--- src/rtl/alu_seq.sv ---
// alu_seq: sequencing stage in front of the combinational Alu.
//
// Accepts one operation per IN_VALID/IN_READY handshake, latches the operands
// and drives the Alu from those registers. Ordinary instructions take one
// Alu cycle (EXEC). Instruction 6 (division iteration) runs the Alu for
// DIV_ITERS cycles, feeding Z back into B and DO back into DI, with
// ALU_FIRST raised on the first iteration only. The final Alu result is held
// in an output register until OUT_READY consumes it.
//
// Ports:
//   CLK, RST                 clock, asynchronous active-high reset
//   IN_VALID/IN_READY        request handshake
//   IN_A, IN_B, IN_DI        operands (IN_DI used by instruction 6 only)
//   IN_INST, IN_CI           instruction code, carry in
//   ALU_A/B/DI/INST/CI/FIRST drive to the Alu
//   ALU_Z, ALU_DO, ALU_FLAGS results from the Alu
//   OUT_VALID/OUT_READY      result handshake
//   OUT_Z, OUT_DO, OUT_FLAGS registered result
module alu_seq #(
    parameter int WIDTH     = 32,
    parameter int DIV_ITERS = 32
) (
    input  logic             CLK,
    input  logic             RST,
    input  logic             IN_VALID,
    output logic             IN_READY,
    input  logic [WIDTH-1:0] IN_A,
    input  logic [WIDTH-1:0] IN_B,
    input  logic [WIDTH-1:0] IN_DI,
    input  logic [3:0]       IN_INST,
    input  logic             IN_CI,
    output logic [WIDTH-1:0] ALU_A,
    output logic [WIDTH-1:0] ALU_B,
    output logic [WIDTH-1:0] ALU_DI,
    output logic [3:0]       ALU_INST,
    output logic             ALU_CI,
    output logic             ALU_FIRST,
    input  logic [WIDTH-1:0] ALU_Z,
    input  logic [WIDTH-1:0] ALU_DO,
    input  logic [3:0]       ALU_FLAGS,
    output logic             OUT_VALID,
    input  logic             OUT_READY,
    output logic [WIDTH-1:0] OUT_Z,
    output logic [WIDTH-1:0] OUT_DO,
    output logic [3:0]       OUT_FLAGS
);

    localparam int          CW       = $clog2(DIV_ITERS) + 1;
    localparam logic [CW-1:0] CNT_LAST = CW'(DIV_ITERS - 1);
    localparam logic [3:0]  INST_DIV = 4'd6;

    typedef enum logic [1:0] {IDLE, EXEC, DIV} state_t;

    state_t           state_q;
    logic [WIDTH-1:0] opA_q, opB_q, opDI_q;
    logic [3:0]       opI_q;
    logic             opC_q;
    logic [CW-1:0]    cnt_q, cnt_d;
    logic             out_valid_q;
    logic [WIDTH-1:0] out_z_q, out_do_q;
    logic [3:0]       out_flags_q;

    logic accept, capture;

    assign IN_READY = !RST && (state_q == IDLE) && (!out_valid_q || OUT_READY);
    assign accept   = IN_VALID && IN_READY;
    // The Alu result is final at the end of EXEC or of the last DIV iteration.
    assign capture  = (state_q == EXEC) || (state_q == DIV && cnt_q == CNT_LAST);
    assign cnt_d    = cnt_q + CW'(1);

    assign ALU_A     = opA_q;
    assign ALU_B     = opB_q;
    assign ALU_INST  = opI_q;
    assign ALU_CI    = opC_q;
    assign ALU_DI    = (state_q == DIV) ? opDI_q : '0;
    assign ALU_FIRST = (state_q == DIV) && (cnt_q == '0);

    assign OUT_VALID = out_valid_q;
    assign OUT_Z     = out_z_q;
    assign OUT_DO    = out_do_q;
    assign OUT_FLAGS = out_flags_q;

    always_ff @(posedge CLK or posedge RST) begin
        if (RST) begin
            state_q     <= IDLE;
            cnt_q       <= '0;
            opA_q       <= '0;
            opB_q       <= '0;
            opDI_q      <= '0;
            opI_q       <= '0;
            opC_q       <= 1'b0;
            out_valid_q <= 1'b0;
            out_z_q     <= '0;
            out_do_q    <= '0;
            out_flags_q <= '0;
        end else begin
            // A fresh capture wins over consumption of the old result.
            if (capture) begin
                out_z_q     <= ALU_Z;
                out_do_q    <= ALU_DO;
                out_flags_q <= ALU_FLAGS;
                out_valid_q <= 1'b1;
            end else if (OUT_READY) begin
                out_valid_q <= 1'b0;
            end

            case (state_q)
                IDLE: begin
                    if (accept) begin
                        opA_q   <= IN_A;
                        opB_q   <= IN_B;
                        opDI_q  <= IN_DI;
                        opI_q   <= IN_INST;
                        opC_q   <= IN_CI;
                        cnt_q   <= '0;
                        state_q <= (IN_INST == INST_DIV) ? DIV : EXEC;
                    end
                end
                EXEC: state_q <= IDLE;
                DIV: begin
                    if (cnt_q == CNT_LAST) begin
                        state_q <= IDLE;
                    end else begin
                        // Loop the iteration result back; A, INST, CI stay put.
                        opB_q  <= ALU_Z;
                        opDI_q <= ALU_DO;
                        cnt_q  <= cnt_d;
                    end
                end
                default: state_q <= IDLE;
            endcase
        end
    end

endmodule

--- config.mk ---
export PLATFORM = sky130hd
export DESIGN_NAME = alu_seq
export DESIGN_NICKNAME = d
export VERILOG_FILES = /design/src/rtl/alu_seq.sv
export SDC_FILE = /design/constraint.sdc
export NUM_CORES = 1
export LEC_CHECK = 0
export CELL_PAD_IN_SITES_DETAIL_PLACEMENT = 1
export CELL_PAD_IN_SITES_GLOBAL_PLACEMENT = 2
export CORE_ASPECT_RATIO = 1.75
export CORE_UTILIZATION = 24
export DETAILED_ROUTE_END_ITERATION = 10
export HOLD_SLACK_MARGIN = 0.15
export PLACE_DENSITY_LB_ADDON = 0.1
export SLEW_MARGIN = 20
export SYNTH_ARGS = -nofsm -noshare
export SYNTH_HDL_FRONTEND = slang
export SYNTH_SLANG_ARGS = --single-unit
--- constraint.sdc ---
create_clock -name CLK -period 6.38 [get_ports CLK]
set_input_delay 1.276 -clock CLK [delete_from_list [all_inputs] [get_ports CLK]]
set_output_delay 1.276 -clock CLK [all_outputs]
set_load 0.01 [all_outputs]
==> run_results.csv, run 1 <==
group,metric,value,unit
outcome,status,"completed",
route,drc,0,
clock_network,postCtsHoldBufs,0,
pwr,p_comb_frac,0.341,
worst_hold_path,holdCritPathClass,"reg2reg",
layout,fillers,4089,
clock_network,clk_latency,0.45,ns
timing,fin_skew,0.01375,ns
synth,ys_seq_area_frac,0.4880,
synth,synth_top_area_cell,"dfrtp_1",
placement,dp_hpwl,24.72,mm
route,drtAntennaViolNets,0,
die,fp.dieH,260.0,µm
pwr,ir_drop,183.7,µV
timing,slew_headroom,0.2768,
synth,syn_inst,826,
pwr,pwr-share-clk,0.265,
pwr,power.switching,1.309,mW
route,vias,8149,
setup_path,cp_slowest_cell,"clkdlybuf4s50_1",
synth,syn-num-nets,1001,
pwr,p_leak,4.972,nW
synth,synthTopCellsByArea,"dfrtp_1, mux2_2, o311a_1",
clock_network,htree_levels,4,
grt,grt_max_degree,104,
clock_network,cts_tree,"done",
setup_path,required,5.10,ns
pwr,intPower,2.887,mW
synth,synth_edf_count,0,
setup_path,cp-end-kind,"primary output",
timing,period_minus_slack,4.007,ns
job,cap_violations,0,
synth,ys_types,42,
setup_path,critical-path-top-delay-family,"buffers and inverters",
timing,whs,0.5019,ns
grt,grt_pass1_vias,8980,
grt,antenna_found_initial,2,
timing,finalWorstSetupSlack,2.373,ns
route,routed_wl,38.21,mm
timing,rsz0062_at_grt,"false",
layout,synthToLayoutAreaGrowth,48.47,%
clock_network,cts_buffers,17,
layout,drive_gt1_frac,0.1464,
placement,place_congestion,0.7208,
setup_path,path_common_cell,"clkdlybuf4s50_1",
layout,final_nets,1282,
synth,async_reset_ff_frac,1.000,
pwr,netSwitchingFraction,0.3120,
placement,io_buffers,344,
die,start_util,0.2433,
route,drtIter0Drc,209,
synth,netlist.area_leader.share,0.4880,
synth,synth_area,9128,µm²
setup_path,crit_buf_inv,2,
timing,tightestPinTransition,1.085,ns
clock_network,cts-root-buf,"clkbuf_16",
route,wl_per_cell,23.84,µm
setup_path,startpoint_type,"input port",
die,dieArea,38850,µm²
clock_network,cts.sinks,178,
grt,grt_overflow,0,
layout,multi_input_area,4308,µm²
synth,synthFlopType,"dfrtp_1",
route,dr.pass1.iters,4,
pwr,seqPwrFrac,0.394,
clock_network,clk_path_buf_depth,2,
synth,synth.avg_cell_area,11.05,µm²
placement,pre_cts_slack,2.404,ns
die,die-width,149.4,µm
pwr,p_per_area,309.6,nW/µm²
die,ios,345,
setup_path,cp.arrival,2.73,ns
route,vias_per_cell,5.084,
timing,finalHoldViolCount,0,
clock_network,clk_pin_slew,0.07,ns
clock_network,postCtsSetupBuffers,0,
clock_network,cts_resized,0,
synth,ys_ff_latch,178,
setup_path,crit_path_max_incr_delay,0.60,ns
die,core_area,37520,µm²
timing,setup-tns-final,0,ns
synth,ys_warn_count,0,
grt,grt_pass1_wl,57.63,mm
timing,final.period_utilization,0.6280,
layout,register_area,4459,µm²
setup_path,critPathMaxFanout,3,
timing,setup_violations,0,
grt,track_usage,0.1999,
setup_path,critical_path_class,"in2out",
setup_path,path_cells,"clkdlybuf4s50_1 > nor4_1 > clkdlybuf4s50_1",
timing,drv_slew,0,
die,std_cell_rows,94,
timing,fmax,0.2496,GHz
==> routing by layer <==
metal / wire [µm] / global-route usage
met5: 0 / 0
met4: 861 / 0.07200
met3: 2234 / 0.05368
met2: 20480 / 0.3621
met1: 14630 / 0.2195
==> kinds of logic after synthesis <==
logic type | count (synthesis) | share of synthesized area
buffers and inverters | 99 | 0.04729
DFF | 178 | 0.4880
and+or+nand+nor | 208 | 0.1250
xor gates and xnor gates | 3 | 0.002879
muxes | 106 | 0.1310
adders and majority gates | 2 | 0.002741
AOI/OAI and AO/OA | 230 | 0.2030
==> worst register-to-register path, delay by kind of cell, from the launching register on <==
kind,cells,cell delay [ns]
and+or+nand+nor,2,1.09
muxes,1,0.53
buffers and inverters,2,0.84
DFF,1,0.40
==> flip-flops by register name, summed over array words and instances (netlist names) <==
| name | cells |
|---|---|
| opDI_q | 32 |
| ALU_A | 32 |
| OUT_VALID | 1 |
| ALU_INST | 4 |
| OUT_FLAGS | 4 |
| ALU_CI | 1 |
| OUT_DO | 32 |
| state_q | 2 |
| OUT_Z | 32 |
| ALU_B | 32 |
| cnt_q | 6 |
==> through the flow <==
step | util | power [mW] | area [µm²] | instances
2_1_floorplan | - | 2.245 | 9128 | 826
3_3_place_gp | 0.3451 | 3.098 | 12950 | 1568
3_5_place_dp | 0.3451 | 3.126 | 12950 | 1568
4_1_cts | 0.3610 | 4.274 | 13540 | 1600
5_1_grt | 0.3611 | 4.425 | 13550 | 1602
6_report | 0.3612 | 4.196 | 13550 | 1603
==> synthesized netlist by cell type, types with 2 or more instances <==
cell type	count
nand3_1	2
o31ai_1	46
or3_1	64
xnor2_1	2
buf_6	3
mux2_2	101
o311a_1	64
nor3_1	44
inv_1	3
a21oi_1	45
a211o_1	64
nor2b_1	4
buf_4	2
buf_1	6
dfrtp_1	178
nand2_1	46
nand2b_1	3
ha_1	2
nor2_1	2
o21ai_0	4
and3_1	2
buf_2	24
and2_1	32
clkbuf_1	61
nor4_1	3
mux2_1	3
==> cell type report <==
type | count | share of cell area
multi-input combinational | 549 | 0.3179
tap | 480 | 0.04432
clock inverter | 15 | 0.01265
clock buffer | 17 | 0.03139
sequential | 178 | 0.3291
antenna | 3 | 0.0005540
timing repair buffer | 358 | 0.2628
inverter | 3 | 0.001385
==> power by group through the flow <==
stage	clock (mW)	combinational (mW)	sequential, mW
after global routing	1.19	1.53	1.70
after detailed placement	0	1.45	1.67
after floorplan	0	0.494	1.75
final	1.11	1.43	1.65
after global placement	0	1.44	1.66
after CTS	1.16	1.46	1.66
==> cells in the final DEF, fill, tap and decap left out, types with 2 or more instances in the layout <==
| master | instances |
|---|---|
| clkdlybuf4s50_1 | 344 |
| dfrtp_1 | 176 |
| mux2_2 | 101 |
| or3_1 | 64 |
| a211o_1 | 64 |
| o311a_1 | 64 |
| o31ai_1 | 46 |
| nand2_1 | 46 |
| a21oi_1 | 44 |
| nor3_1 | 44 |
| and2_1 | 32 |
| clkbuf_16 | 17 |
| buf_4 | 13 |
| o21ai_0 | 4 |
| inv_6 | 4 |
| diode_2 | 3 |
| nor2b_4 | 3 |
| mux2_1 | 3 |
| nor4_1 | 3 |
| inv_8 | 3 |
| clkinv_4 | 3 |
| clkinvlp_4 | 3 |
| nand2b_1 | 2 |
| inv_1 | 2 |
| xnor2_1 | 2 |
| nor2_1 | 2 |
| ha_1 | 2 |
| bufinv_16 | 2 |
==> worst paths after layout <==
path | cells past startpoint | slack, ns | start | endpoint
max | 3 | 2.37 | RST | IN_READY
min | 1 | 0.50 | ALU_INST[0] | ALU_INST[0]
max reg2reg | 5 | 3.43 | state_q[1] | ALU_A[4]
min reg2reg | 1 | 0.50 | ALU_INST[0] | ALU_INST[0]
max in group asynchronous | 3 | 3.79 | RST | opDI_q[23]
min in group asynchronous | 2 | 1.42 | RST | OUT_FLAGS[1]
No activity file was read; power rests on OpenSTA's default activity.
==> inputs of run 2 (changes only) <==
==> constraint.sdc (replaced) <==
create_clock -name CLK -period 3.6 [get_ports CLK]
set_input_delay 0.72 -clock CLK [delete_from_list [all_inputs] [get_ports CLK]]
set_output_delay 0.72 -clock CLK [all_outputs]
set_load 0.01 [all_outputs]
==> run 2 against run 1 <==
  * Combinational power grew 77%
  * Wire length is 1.3% lower
  * Sequential power grew 78%
  * Clock skew is 0.0029 ns lower
  * Flip-flop and latch count unchanged
  * Largest cell class unchanged
  * First-iteration DRC count increased by 23%
  * Global-route usage about the same
  * Cell count grew 0.75%
  * Register-to-register slack worse by 2.2 ns
  * Power grew 80%
==> run_results.csv, run 2 (synthesis results as in run 1) <==
group,metric,value,unit
outcome,status,"completed",
placement,dp_hpwl,25.82,mm
clock_network,cts_resized,0,
setup_path,cp-end-kind,"primary output",
setup_path,path_cells,"clkdlybuf4s50_1 > nor4_1 > clkdlybuf4s50_1",
placement,place_congestion,0.7227,
grt,grt_overflow,0,
layout,mostFrequentLayoutCells,"clkdlybuf4s50_1, dfrtp_1, mux2_2",
clock_network,clk_pin_slew,0.07,ns
setup_path,path_common_cell,"clkdlybuf4s50_1",
timing,tightestPinTransition,0.7786,ns
die,core_area,37520,µm²
worst_hold_path,holdCritPathClass,"reg2reg",
layout,fillers,4123,
setup_path,required,2.88,ns
clock_network,cts_buffers,17,
layout,final_cells,1615,
die,std_cell_rows,94,
clock_network,cts_tree,"done",
route,dr.pass1.iters,4,
timing,final.period_utilization,0.8833,
setup_path,critical_path_class,"in2out",
route,vias_per_cell,5.043,
setup_path,crit_path_max_incr_delay,0.66,ns
timing,period_minus_slack,3.180,ns
pwr,ir_drop,329.6,µV
setup_path,r2r_setup_slack,1.23,ns
layout,final_core_util,0.3665,
clock_network,htree_levels,4,
timing,rsz0062_at_grt,"false",
die,ios,345,
route,vias,8145,
route,drtAntennaViolNets,0,
clock_network,postCtsSetupBuffers,0,
placement,place_area,13100,µm²
timing,fmax,0.3145,GHz
die,dieArea,38850,µm²
grt,grt_util_met1,0.2236,
die,fp.dieH,260.0,µm
route,drc,0,
timing,slew_headroom,0.4798,
setup_path,cp.arrival,2.46,ns
grt,use_met3,0.05193,
timing,setup_violations,0,
grt,grt_max_degree,74,
grt,use_met2,0.3575,
route,wl_per_cell,23.36,µm
timing,drv_slew,0,
layout,layout_commonest_cell,"clkdlybuf4s50_1",
grt,grt_pass1_wl,57.93,mm
die,die-width,149.4,µm
grt,antenna_found_initial,4,
timing,finalHoldViolCount,0,
clock_network,cts.sinks,178,
placement,dp_cells,1579,
layout,drive_gt1_frac,0.1547,
placement,io_buffers,344,
die,start_util,0.2433,
grt,track_usage,0.1999,
layout,final_nets,1293,
route,routed_wl,37.72,mm
clock_network,clk_latency,0.45,ns
clock_network,cts-root-buf,"clkbuf_16",
setup_path,cp_slowest_cell,"clkdlybuf4s50_1",
clock_network,clk_path_buf_depth,2,
job,cap_violations,0,
layout,synthToLayoutAreaGrowth,50.66,%
clock_network,postCtsHoldBufs,0,
timing,fin_skew,0.01086,ns
route,drtIter0Drc,258,
pwr,p_leak,5.074,nW
grt,grt_busiest_layer,"met2",
pwr,p_per_area,550.1,nW/µm²
setup_path,critPathMaxFanout,3,
setup_path,startpoint_type,"input port",
timing,setup-tns-final,0,ns
grt,grt_pass1_vias,8971,
layout,final_area,13750,µm²
## run 2: metal layers
metal | share of wire | vias up
met2 | 0.53 | 238
met1 | 0.39 | 4149
met4 | 0.022 | 0
li1 | - | 3722
met3 | 0.058 | 36
met5 | 0 | -
## run 2: final cells by class
| class | instances | area (µm²) | area share |
|---|---|---|---|
| diodes | 4 | 10.01 | 0.0007279 |
| flip-flops and latches | 178 | 4459 | 0.3243 |
| inverters | 3 | 15.01 | 0.001092 |
| multi-input cells | 549 | 4308 | 0.3133 |
| clock inverters | 14 | 201.4 | 0.01465 |
| well taps | 480 | 600.6 | 0.04367 |
| repair buffers | 369 | 3719 | 0.2704 |
| clock buffers | 18 | 439.2 | 0.03194 |
## run 2: worst max-delay path, delay by kind of cell
kind                   cells  cell delay, ns
buffers and inverters      2            1.18
AND/OR/NAND/NOR            1            0.56
## run 2: worst paths after layout
kind                       depth (start not counted)        start            to
max                                                3          RST      IN_READY
max reg2reg                                        5   state_q[1]  OUT_FLAGS[2]
min                                                1  ALU_INST[1]   ALU_INST[1]
max in group asynchronous                          3          RST     ALU_B[30]
min in group asynchronous                          3          RST    opDI_q[31]
min reg2reg                                        1  ALU_INST[1]   ALU_INST[1]
## run 2: where the power goes
part	internal (mW)	switching (mW)	total [mW]
clock	1.19	0.901	2.09
combinational	1.52	1.02	2.53
sequential	2.57	0.367	2.94
## run 2: stage by stage
step | worst slack [ns] | power (mW) | hold WS [ns]
floorplan | 0.5994 | 3.979 | 0.4875
global placement | 0.3424 | 5.512 | 0.4878
detailed placement | 0.3617 | 5.552 | 0.4923
CTS | 0.3574 | 7.710 | 0.5105
global route | 0.3918 | 7.990 | 0.5259
finish | 0.4202 | 7.565 | 0.5095
